`src/rtl/cpu_pkg.sv`:
```
// Shared CPU front-end definitions: OPID codes, opcode match table and fetch FSM states.
package cpu_pkg;

  localparam logic [3:0] OPID_NONE  = 4'b0000;
  localparam logic [3:0] OPID_ADDI  = 4'b0001;
  localparam logic [3:0] OPID_ADDS  = 4'b0010;
  localparam logic [3:0] OPID_B     = 4'b0011;
  localparam logic [3:0] OPID_BCOND = 4'b0100;
  localparam logic [3:0] OPID_BL    = 4'b0101;
  localparam logic [3:0] OPID_BR    = 4'b0110;
  localparam logic [3:0] OPID_CBZ   = 4'b0111;
  localparam logic [3:0] OPID_LDUR  = 4'b1000;
  localparam logic [3:0] OPID_STUR  = 4'b1001;
  localparam logic [3:0] OPID_SUBS  = 4'b1010;

  // Opcode field masks, by the width of the opcode field anchored at bit 31.
  localparam logic [31:0] MASK_OP6  = 32'hFC00_0000;
  localparam logic [31:0] MASK_OP8  = 32'hFF00_0000;
  localparam logic [31:0] MASK_OP10 = 32'hFFC0_0000;
  localparam logic [31:0] MASK_OP11 = 32'hFFE0_0000;

  typedef struct packed {
    logic [31:0] mask;
    logic [31:0] match;
    logic [3:0]  opid;
  } opid_pattern_t;

  localparam int unsigned NUM_PATTERNS = 10;

  // Ordered by priority: lower index wins when several patterns match.
  localparam opid_pattern_t OPID_TABLE [NUM_PATTERNS] = '{
    '{mask: MASK_OP10, match: 32'h9100_0000, opid: OPID_ADDI},
    '{mask: MASK_OP11, match: 32'hAB00_0000, opid: OPID_ADDS},
    '{mask: MASK_OP6,  match: 32'h1400_0000, opid: OPID_B},
    '{mask: MASK_OP8,  match: 32'h5400_0000, opid: OPID_BCOND},
    '{mask: MASK_OP6,  match: 32'h9400_0000, opid: OPID_BL},
    '{mask: MASK_OP11, match: 32'hD600_0000, opid: OPID_BR},
    '{mask: MASK_OP8,  match: 32'hB400_0000, opid: OPID_CBZ},
    '{mask: MASK_OP11, match: 32'hF840_0000, opid: OPID_LDUR},
    '{mask: MASK_OP11, match: 32'hF800_0000, opid: OPID_STUR},
    '{mask: MASK_OP11, match: 32'hEB00_0000, opid: OPID_SUBS}
  };

  typedef enum logic [2:0] {
    S_IDLE,
    S_REQ,
    S_WAIT,
    S_HOLD,
    S_DRAIN
  } fetch_state_t;

endpackage

```
`src/rtl/opid_classify.sv`:
```
// Combinational instruction-word classifier producing the 4-bit OPID used by decode.
module opid_classify
  import cpu_pkg::*;
(
  input  logic [31:0] instr,
  output logic [3:0]  opid
);

  // Walk the table backwards so the lowest-index match is the one left standing.
  always_comb begin
    opid = OPID_NONE;
    for (int i = NUM_PATTERNS - 1; i >= 0; i--) begin
      if ((instr & OPID_TABLE[i].mask) == OPID_TABLE[i].match) begin
        opid = OPID_TABLE[i].opid;
      end
    end
  end

endmodule

```
`src/rtl/fetch_unit.sv`:
```
// Instruction fetch stage: single outstanding imem request, IF/ID register with stall,
// a one-entry hold buffer for words that arrive while decode is stalled, and redirect flush.
module fetch_unit
  import cpu_pkg::*;
#(
  parameter int unsigned       ADDR_W   = 64,
  parameter logic [ADDR_W-1:0] RESET_PC = '0
) (
  input  logic              clk,
  input  logic              reset_n,
  output logic              imem_req_valid,
  output logic [ADDR_W-1:0] imem_req_addr,
  input  logic              imem_req_ready,
  input  logic              imem_rsp_valid,
  input  logic [31:0]       imem_rsp_data,
  input  logic              stall,
  input  logic              redirect_valid,
  input  logic [ADDR_W-1:0] redirect_pc,
  output logic              if_valid,
  output logic [31:0]       if_instr,
  output logic [ADDR_W-1:0] if_pc,
  output logic [3:0]        if_opid
);

  fetch_state_t      state_q, state_d;
  logic [ADDR_W-1:0] pc_q, pc_d;

  logic              if_valid_q, if_valid_d;
  logic [31:0]       if_instr_q, if_instr_d;
  logic [ADDR_W-1:0] if_pc_q, if_pc_d;
  logic [3:0]        if_opid_q, if_opid_d;

  // Hold buffer occupancy is implied by state_q == S_HOLD.
  logic [31:0]       hold_instr_q, hold_instr_d;
  logic [ADDR_W-1:0] hold_pc_q, hold_pc_d;
  logic [3:0]        hold_opid_q, hold_opid_d;

  logic [3:0]        rsp_opid;
  logic              slot_free;
  logic [ADDR_W-1:0] pc_next;
  logic [ADDR_W-1:0] redirect_tgt;

  opid_classify u_opid_classify (
    .instr (imem_rsp_data),
    .opid  (rsp_opid)
  );

  assign slot_free    = !if_valid_q || !stall;
  assign pc_next      = pc_q + ADDR_W'(4);
  assign redirect_tgt = redirect_pc & ~ADDR_W'(3);

  always_comb begin
    state_d      = state_q;
    pc_d         = pc_q;
    // A consumed instruction drops out unless something new is loaded below.
    if_valid_d   = if_valid_q && stall;
    if_instr_d   = if_instr_q;
    if_pc_d      = if_pc_q;
    if_opid_d    = if_opid_q;
    hold_instr_d = hold_instr_q;
    hold_pc_d    = hold_pc_q;
    hold_opid_d  = hold_opid_q;

    unique case (state_q)
      S_IDLE: begin
        state_d = S_REQ;
      end
      S_REQ: begin
        if (redirect_valid) begin
          // A request accepted alongside a redirect targets the old PC; drain its response.
          state_d = imem_req_ready ? S_DRAIN : S_REQ;
        end else if (imem_req_ready) begin
          state_d = S_WAIT;
        end
      end
      S_WAIT: begin
        if (redirect_valid) begin
          state_d = imem_rsp_valid ? S_REQ : S_DRAIN;
        end else if (imem_rsp_valid) begin
          pc_d = pc_next;
          if (slot_free) begin
            if_valid_d = 1'b1;
            if_instr_d = imem_rsp_data;
            if_pc_d    = pc_q;
            if_opid_d  = rsp_opid;
            state_d    = S_REQ;
          end else begin
            hold_instr_d = imem_rsp_data;
            hold_pc_d    = pc_q;
            hold_opid_d  = rsp_opid;
            state_d      = S_HOLD;
          end
        end
      end
      S_HOLD: begin
        if (redirect_valid) begin
          state_d = S_REQ;
        end else if (slot_free) begin
          if_valid_d = 1'b1;
          if_instr_d = hold_instr_q;
          if_pc_d    = hold_pc_q;
          if_opid_d  = hold_opid_q;
          state_d    = S_REQ;
        end
      end
      S_DRAIN: begin
        if (imem_rsp_valid) begin
          state_d = S_REQ;
        end
      end
      default: begin
        state_d = S_IDLE;
      end
    endcase

    // Redirect overrides stall and any response in the same cycle.
    if (redirect_valid) begin
      pc_d       = redirect_tgt;
      if_valid_d = 1'b0;
    end
  end

  always_ff @(posedge clk or negedge reset_n) begin
    if (!reset_n) begin
      state_q      <= S_IDLE;
      pc_q         <= RESET_PC;
      if_valid_q   <= 1'b0;
      if_instr_q   <= '0;
      if_pc_q      <= '0;
      if_opid_q    <= '0;
      hold_instr_q <= '0;
      hold_pc_q    <= '0;
      hold_opid_q  <= '0;
    end else begin
      state_q      <= state_d;
      pc_q         <= pc_d;
      if_valid_q   <= if_valid_d;
      if_instr_q   <= if_instr_d;
      if_pc_q      <= if_pc_d;
      if_opid_q    <= if_opid_d;
      hold_instr_q <= hold_instr_d;
      hold_pc_q    <= hold_pc_d;
      hold_opid_q  <= hold_opid_d;
    end
  end

  assign imem_req_valid = (state_q == S_REQ);
  assign imem_req_addr  = pc_q;
  assign if_valid       = if_valid_q;
  assign if_instr       = if_instr_q;
  assign if_pc          = if_pc_q;
  assign if_opid        = if_opid_q;

endmodule

```
`config.mk`:
```
export PLATFORM = sky130hd
export DESIGN_NAME = fetch_unit
export DESIGN_NICKNAME = d
export VERILOG_FILES = /design/src/rtl/cpu_pkg.sv /design/src/rtl/opid_classify.sv /design/src/rtl/fetch_unit.sv
export SDC_FILE = /design/constraint.sdc
export NUM_CORES = 1
export LEC_CHECK = 0
export BUFFER_PORTS_ARGS = -buffer_cell sky130_fd_sc_hd__buf_2
export CAP_MARGIN = 20
export CORE_UTILIZATION = 39
export DETAILED_ROUTE_END_ITERATION = 16
export PLACE_DENSITY = 0.72
export SYNTH_ARGS = -nofsm -noshare
export SYNTH_HDL_FRONTEND = slang
export SYNTH_SLANG_ARGS = --single-unit
export TNS_END_PERCENT = 1
```
`constraint.sdc`:
```
create_clock -name clk -period 4.1 [get_ports clk]
set_input_delay 0.615 -clock clk [delete_from_list [all_inputs] [get_ports clk]]
set_output_delay 0.615 -clock clk [all_outputs]
set_load 0.1 [all_outputs]
```
Word level (Yosys, flattened, before mapping)
Cells that the tools add are included.
{ "totals": {"ff_bits": 268, "inputBits": 102, "output_inout_bits": 166, "elab_cells": 93} }
{ "op_classes": {"n_addsub": 1, "eq_ne": 23, "muxes": 46, "n_bitwise": 2, "n_reduce_logical": 12} }
{ "op_table": {"columns": ["operator", "count"], "rows": [
  ["64-bit 2-to-1 mux", 8],
  ["32-bit 2-to-1 mux", 5],
  ["64-bit one-hot mux with 2 select lines", 1],
  ["64-bit by 3-bit adder with 64-bit output (second input constant)", 1],
  ["32-bit one-hot mux with 2 select lines", 1],
  ["4-bit 2-to-1 mux", 15],
  ["11-bit == test (second input constant)", 5],
  ["3-bit 2-to-1 mux", 9],
  ["3-bit one-hot mux with 5 select lines", 1],
  ["2-bit != test (second input constant)", 6],
  ["10-bit == test (second input constant)", 1],
  ["8-bit by 7-bit == test with 1-bit output (second input constant)", 1],
  ["8-bit == test (second input constant)", 1],
  ["4-bit one-hot mux with 2 select lines", 1],
  ["4-bit AND reduction", 2],
  ["3-bit by 2-bit == test with 1-bit output (second input constant)", 2],
  ["6-bit by 3-bit == test with 1-bit output (second input constant)", 1],
  ["6-bit == test (second input constant)", 1],
  ["3-bit != test (second input constant)", 2],
  ["6-bit AND reduction", 1],
  ["2-bit nonzero test", 3],
  ["3-bit by 1-bit == test with 1-bit output (second input constant)", 1],
  ["3-bit == test (second input constant)", 1],
  ["3-bit zero test", 1],
  ["9 further kinds", 13]
]} }

Longest topological paths before layout
{ "depth": {"ltp_word": 15, "ltp_mapped": 9, "mapped_depth_nobuf": 6} }

Cells and area by module
From an unflattened synthesis, not the netlist that was laid out.
{ "hier_totals": {"hier_cells": 1147, "hier_area_um2": 12324.3} }
{ "modules_own_cells": {"columns": ["module", "n_inst", "cells_each", "area_per_inst_um2", "seq_area_each_um2"], "rows": [
  ["fetch_unit", 1, 1122, 12149.2, 6556.3],
  ["opid_classify", 1, 25, 175.2, 0.0]
]} }

Worst setup path after synthesis
OpenSTA, ideal clock, no wires.
{ "synth_path": {"path_type": "reg2reg", "start": "reg pc_q[19] (netlist: imem_req_addr[19])", "end": "reg pc_q[39] (netlist: imem_req_addr[39])", "setup_time_ps": 82, "arrival_ps": 2934, "required_ps": 4018, "slack_ps": 1084, "stages_incl_launch_ff": 7, "n_path_buf": 1, "synth_period_minus_slack_ps": 3016, "cell_sequence": "dfrtp_1 > nand4_1 > or4_1 > buf_2 > nor4b_4 > or4b_1 > a31oi_1"} }
{ "synth_via": {"elab_chain_cells": 4} }
{ "synth_rtl": {"columns": ["element", "line", "rtl"], "rows": [
  ["start: declaration", "fetch_unit.sv:26", "logic [ADDR_W-1:0] pc_q, pc_d;"],
  ["start signal: assignment", "fetch_unit.sv:136", "pc_q <= pc_d;"],
  ["64-bit by 3-bit adder with 64-bit output", "fetch_unit.sv:49", "assign pc_next = pc_q + ADDR_W'(4);"],
  ["64-bit 2-to-1 mux", "fetch_unit.sv:79", "end else if (imem_rsp_valid) begin"],
  ["64-bit 2-to-1 mux", "fetch_unit.sv:64", "unique case (state_q)"],
  ["64-bit 2-to-1 mux", "fetch_unit.sv:117", "if (redirect_valid) begin"]
]} }
No other way between the ends. The select of a mux whose other input is x is not followed.
A chain may end at the register's enable or synchronous reset.

Worst setup path after layout
{ "layout_path": {"start": "reg pc_q[16] (netlist: imem_req_addr[16])", "end": "reg pc_q[61] (netlist: imem_req_addr[61])"} }
Same word-level chain as after synthesis.

==> flow_summary.yaml <==
logic_synthesis:
  ys_ff_latch: 262
  synth-xor-area-share: 0.0288
  synth_fa_ha_area_frac: 0.00103
  synth_flop_cell: "dfrtp_1"
  netlist_area_um2: 12100
  synth_area_leaders: "dfrtp_1, mux2_2, mux2i_1"
  ys_types: 59
  synth_top_family_by_area: "multiplexers"
  synth-simple-area-share: 0.146
  synth_area_per_cell_um2: 10.6
  synthArstFlopShare: 1.00
  synth_area_leader_cell: "dfrtp_1"
  synth_edf_count: 0
  ys_seq_area_frac: 0.540
  synth_compound_area_frac: 0.0931
  synth_top_area_frac: 0.540
  muxShareOfSynthArea: 0.158
  netlist_instances: 1149
  synth_warnings: 0
placement:
  hpwl_um: 20700
  gp_congestion: 0.816
  pre_cts_slack_ns: 1.12
  dp_cells: 1743
  port_buffers: 261
timing:
  period_needed_ns: 2.82
  rsz0062_at_grt: "no"
  setup_viol: 0
  fin_ws_ns: 1.28
  finalCritPeriodShare: 0.688
  maxSlewViolCount: 0
  relSlewSlack: 0.330
  final-hold-violation-count: 0
  fin_worst_skew_ns: 0.0111
  max_slew.worst_pin.slew_ns: 1.01
  tns_ns: 0
  max_freq_mhz: 354
power_and_ir_drop:
  p_seq_frac: 0.303
  swShare: 0.517
  leakagePower_nw: 6.88
  power.switching_mw: 5.95
  internal_power_mw: 5.57
  ir_drop_uv: 487
  powerDensity_nw_per_um2: 779
  combPwrFrac: 0.461
  clockPowerShare: 0.236
clock_tree:
  cts_max_path_buffers: 3
  clockRootBuffer: "clkbuf_16"
  cts_made_buffers: 29
  htreeDepth: 1
  post_cts_resized: 0
  cts_tree: "built"
  cts.sinks: 262
  clock_latency_ns: 0.54
  hold_buffers: 0
  path_clk_slew_ns: 0.06
  cts_setup_buffers: 0
routing:
  vias_per_cell: 5.19
  routed-wl-met2_um: 14100
  highest_layer: "met5"
  drc: 0
  wl_met1_um: 14100
  drtPass1Iterations: 4
  antenna_left: 0
  vias: 9329
  drt_iter0_drc: 407
  met3_length_um: 1880
  wire_per_inst_um: 17.1
  finalWirelength_um: 30800
floorplan:
  initial_core_util: 0.397
  die-area_um2: 31900
  fp-row-count: 64
  dieWidth_um: 178
  core_um2: 30600
  die_h_um: 178
  ios: 268
global_route:
  grt.total_usage: 0.191
  grt_max_degree: 161
  grt_pass1_vias: 9085
  overflow: 0
  antenna_found_initial: 4
  grt_pass1_wl_um: 48500
setup_path:
  endpoint_kind: "flop"
  timing.rr.start: "imem_req_addr[16]"
  cp_max_fo: 15
  cp-start-kind: "flop"
  path_delay_family: "simple AND/OR/NAND/NOR gates"
  cp_slowest_cell: "nand4_1"
  cp_common_cell: "nand4_1"
  worst_path_largest_cell_delay_ns: 0.66
  startpoint: "imem_req_addr[16]"
  worstSetupPathType: "flop to flop"
  path_buf_inv: 0
  cp_cell_sequence: "nand4_1 -> nor4_4 -> nand4_1 -> or4_1 -> a31oi_1"
  crit_required_ns: 4.56
  cp_data_arrival_time_ns: 3.28
finish:
  syn_to_final_growth_pct: 21.7
  layout-drive-gt1-share: 0.309
  instances_no_fill: 1799
  final_nets: 1481
min_path:
  worstHoldPathType: "input port to async pin"
outcome:
  status: "finished clean"
job:
  max-cap-violations: 0
[final timing paths]
path,end,slack [ns],depth (start not counted)
min in group clk,imem_req_addr[37],0.28,3
hold reg to reg,if_pc[37],0.47,2
hold / removal,if_instr[13],0.12,1
setup / recovery,imem_req_addr[61],1.28,5
setup reg to reg,imem_req_addr[61],1.28,5
max in group asynchronous,imem_req_addr[42],2.90,2
[cell type report]
cell class,count,area [um^2]
Antenna cell,4,10.0
Sequential cell,262,6560
Clock buffer,44,822
Clock inverter,8,168
Multi-Input combinational cell,793,5210
Inverter,14,52.6
Fill cell,2820,15800
Timing Repair Buffer,278,1470
Tap cell,396,495
[state kept, by name (all words and copies together), names as in the netlist]
signal         cells
if_opid            4
state_q            3
hold_opid_q        4
hold_pc_q         62
if_valid           1
hold_instr_q      32
if_instr          32
imem_req_addr     62
if_pc             62
[cell families after synthesis]
group | after synthesis
DFF | 262
AOI/OAI and AO/OA | 210
xor gates and xnor gates | 40
muxes | 180
and+or+nand+nor | 358
buffers and inverters | 97
adders and majority gates | 1
other | 1
[placed cells by master, fill, tap and decap left out, types with 2 or more instances in the layout]
master,netlist,final
clkbuf_16,0,29
xor2_1,6,6
nor2_1,53,53
bufinv_16,0,5
buf_4,5,15
nor4_1,19,19
mux2i_1,86,86
o21ai_0,153,153
clkinv_2,0,2
clkbuf_1,67,11
nand2_1,167,167
nor4b_1,2,2
a21oi_1,18,18
buf_2,3,260
inv_1,13,13
diode_2,0,4
or3_1,18,18
dfrtp_1,262,262
and4b_1,3,3
mux2_2,94,94
a31oi_1,21,21
buf_12,0,2
xnor2_1,34,34
a211oi_1,3,3
a31o_2,2,2
nand3_1,20,20
conb_1,1,4
o31ai_1,6,6
nor4_2,2,2
nor4bb_1,2,2
clkbuf_8,0,4
or4_1,6,6
nor3_1,16,15
or2_2,6,6
nor2b_1,3,3
nand4_1,21,21
and3_1,4,4
[layer usage]
layer  vias up  track usage
met2       232        0.308
met5         -            0
li1       4513            -
met1      4536        0.254
met4         2       0.0569
met3        46       0.0452
[worst reg2reg max path, delay by kind of cell, from the launching register on]
kind	cells	cell delay (ns)
AO/OA/AOI/OAI	1	0.16
flip-flops	1	0.48
AND/OR/NAND/NOR	4	2.10
[power by group through the flow]
stage / logic (mW) / registers (mW) / clock network [mW]
floorplan: 0.843 / 7.08 / 0
global route: 5.54 / 3.57 / 2.88
detailed placement: 5.34 / 3.53 / 0
CTS: 5.35 / 3.49 / 2.79
global placement: 5.30 / 3.50 / 0
finish: 5.31 / 3.49 / 2.72
[synthesized netlist by cell type, types with 2 or more instances]
library cell and n:
buf_1 5, nand4_1 21, o31ai_1 6, and4b_1 3
a31o_2 2, nor4bb_1 2, nor4b_1 2, nand2_1 167
and3_1 4, nor4_2 2, buf_6 2, nor2_1 53
a31oi_1 21, mux2_2 94, xnor2_1 34, or2_2 6
o21ai_0 153, nor3_1 16, inv_1 13, or4_1 6
buf_4 5, dfrtp_1 262, a21oi_1 18, buf_2 3
or3_1 18, xor2_1 6, nand3_1 20, mux2i_1 86
a211oi_1 3, clkbuf_1 67, nor4_1 19, nor2b_1 3
[per-stage QoR]
stage / utilization / instance area (um^2) / power [mW] / hold WS, ns
4_1_cts: 0.483 / 14800 / 11.6 / 0.186
5_1_grt: 0.483 / 14800 / 12.0 / 0.182
6_report: 0.483 / 14800 / 11.5 / 0.120
3_3_place_gp: 0.451 / 13800 / 8.80 / 0.456
2_1_floorplan: - / 12200 / 7.92 / 0.319
3_5_place_dp: 0.451 / 13800 / 8.87 / 0.465
(Power assumes the default switching activity.)
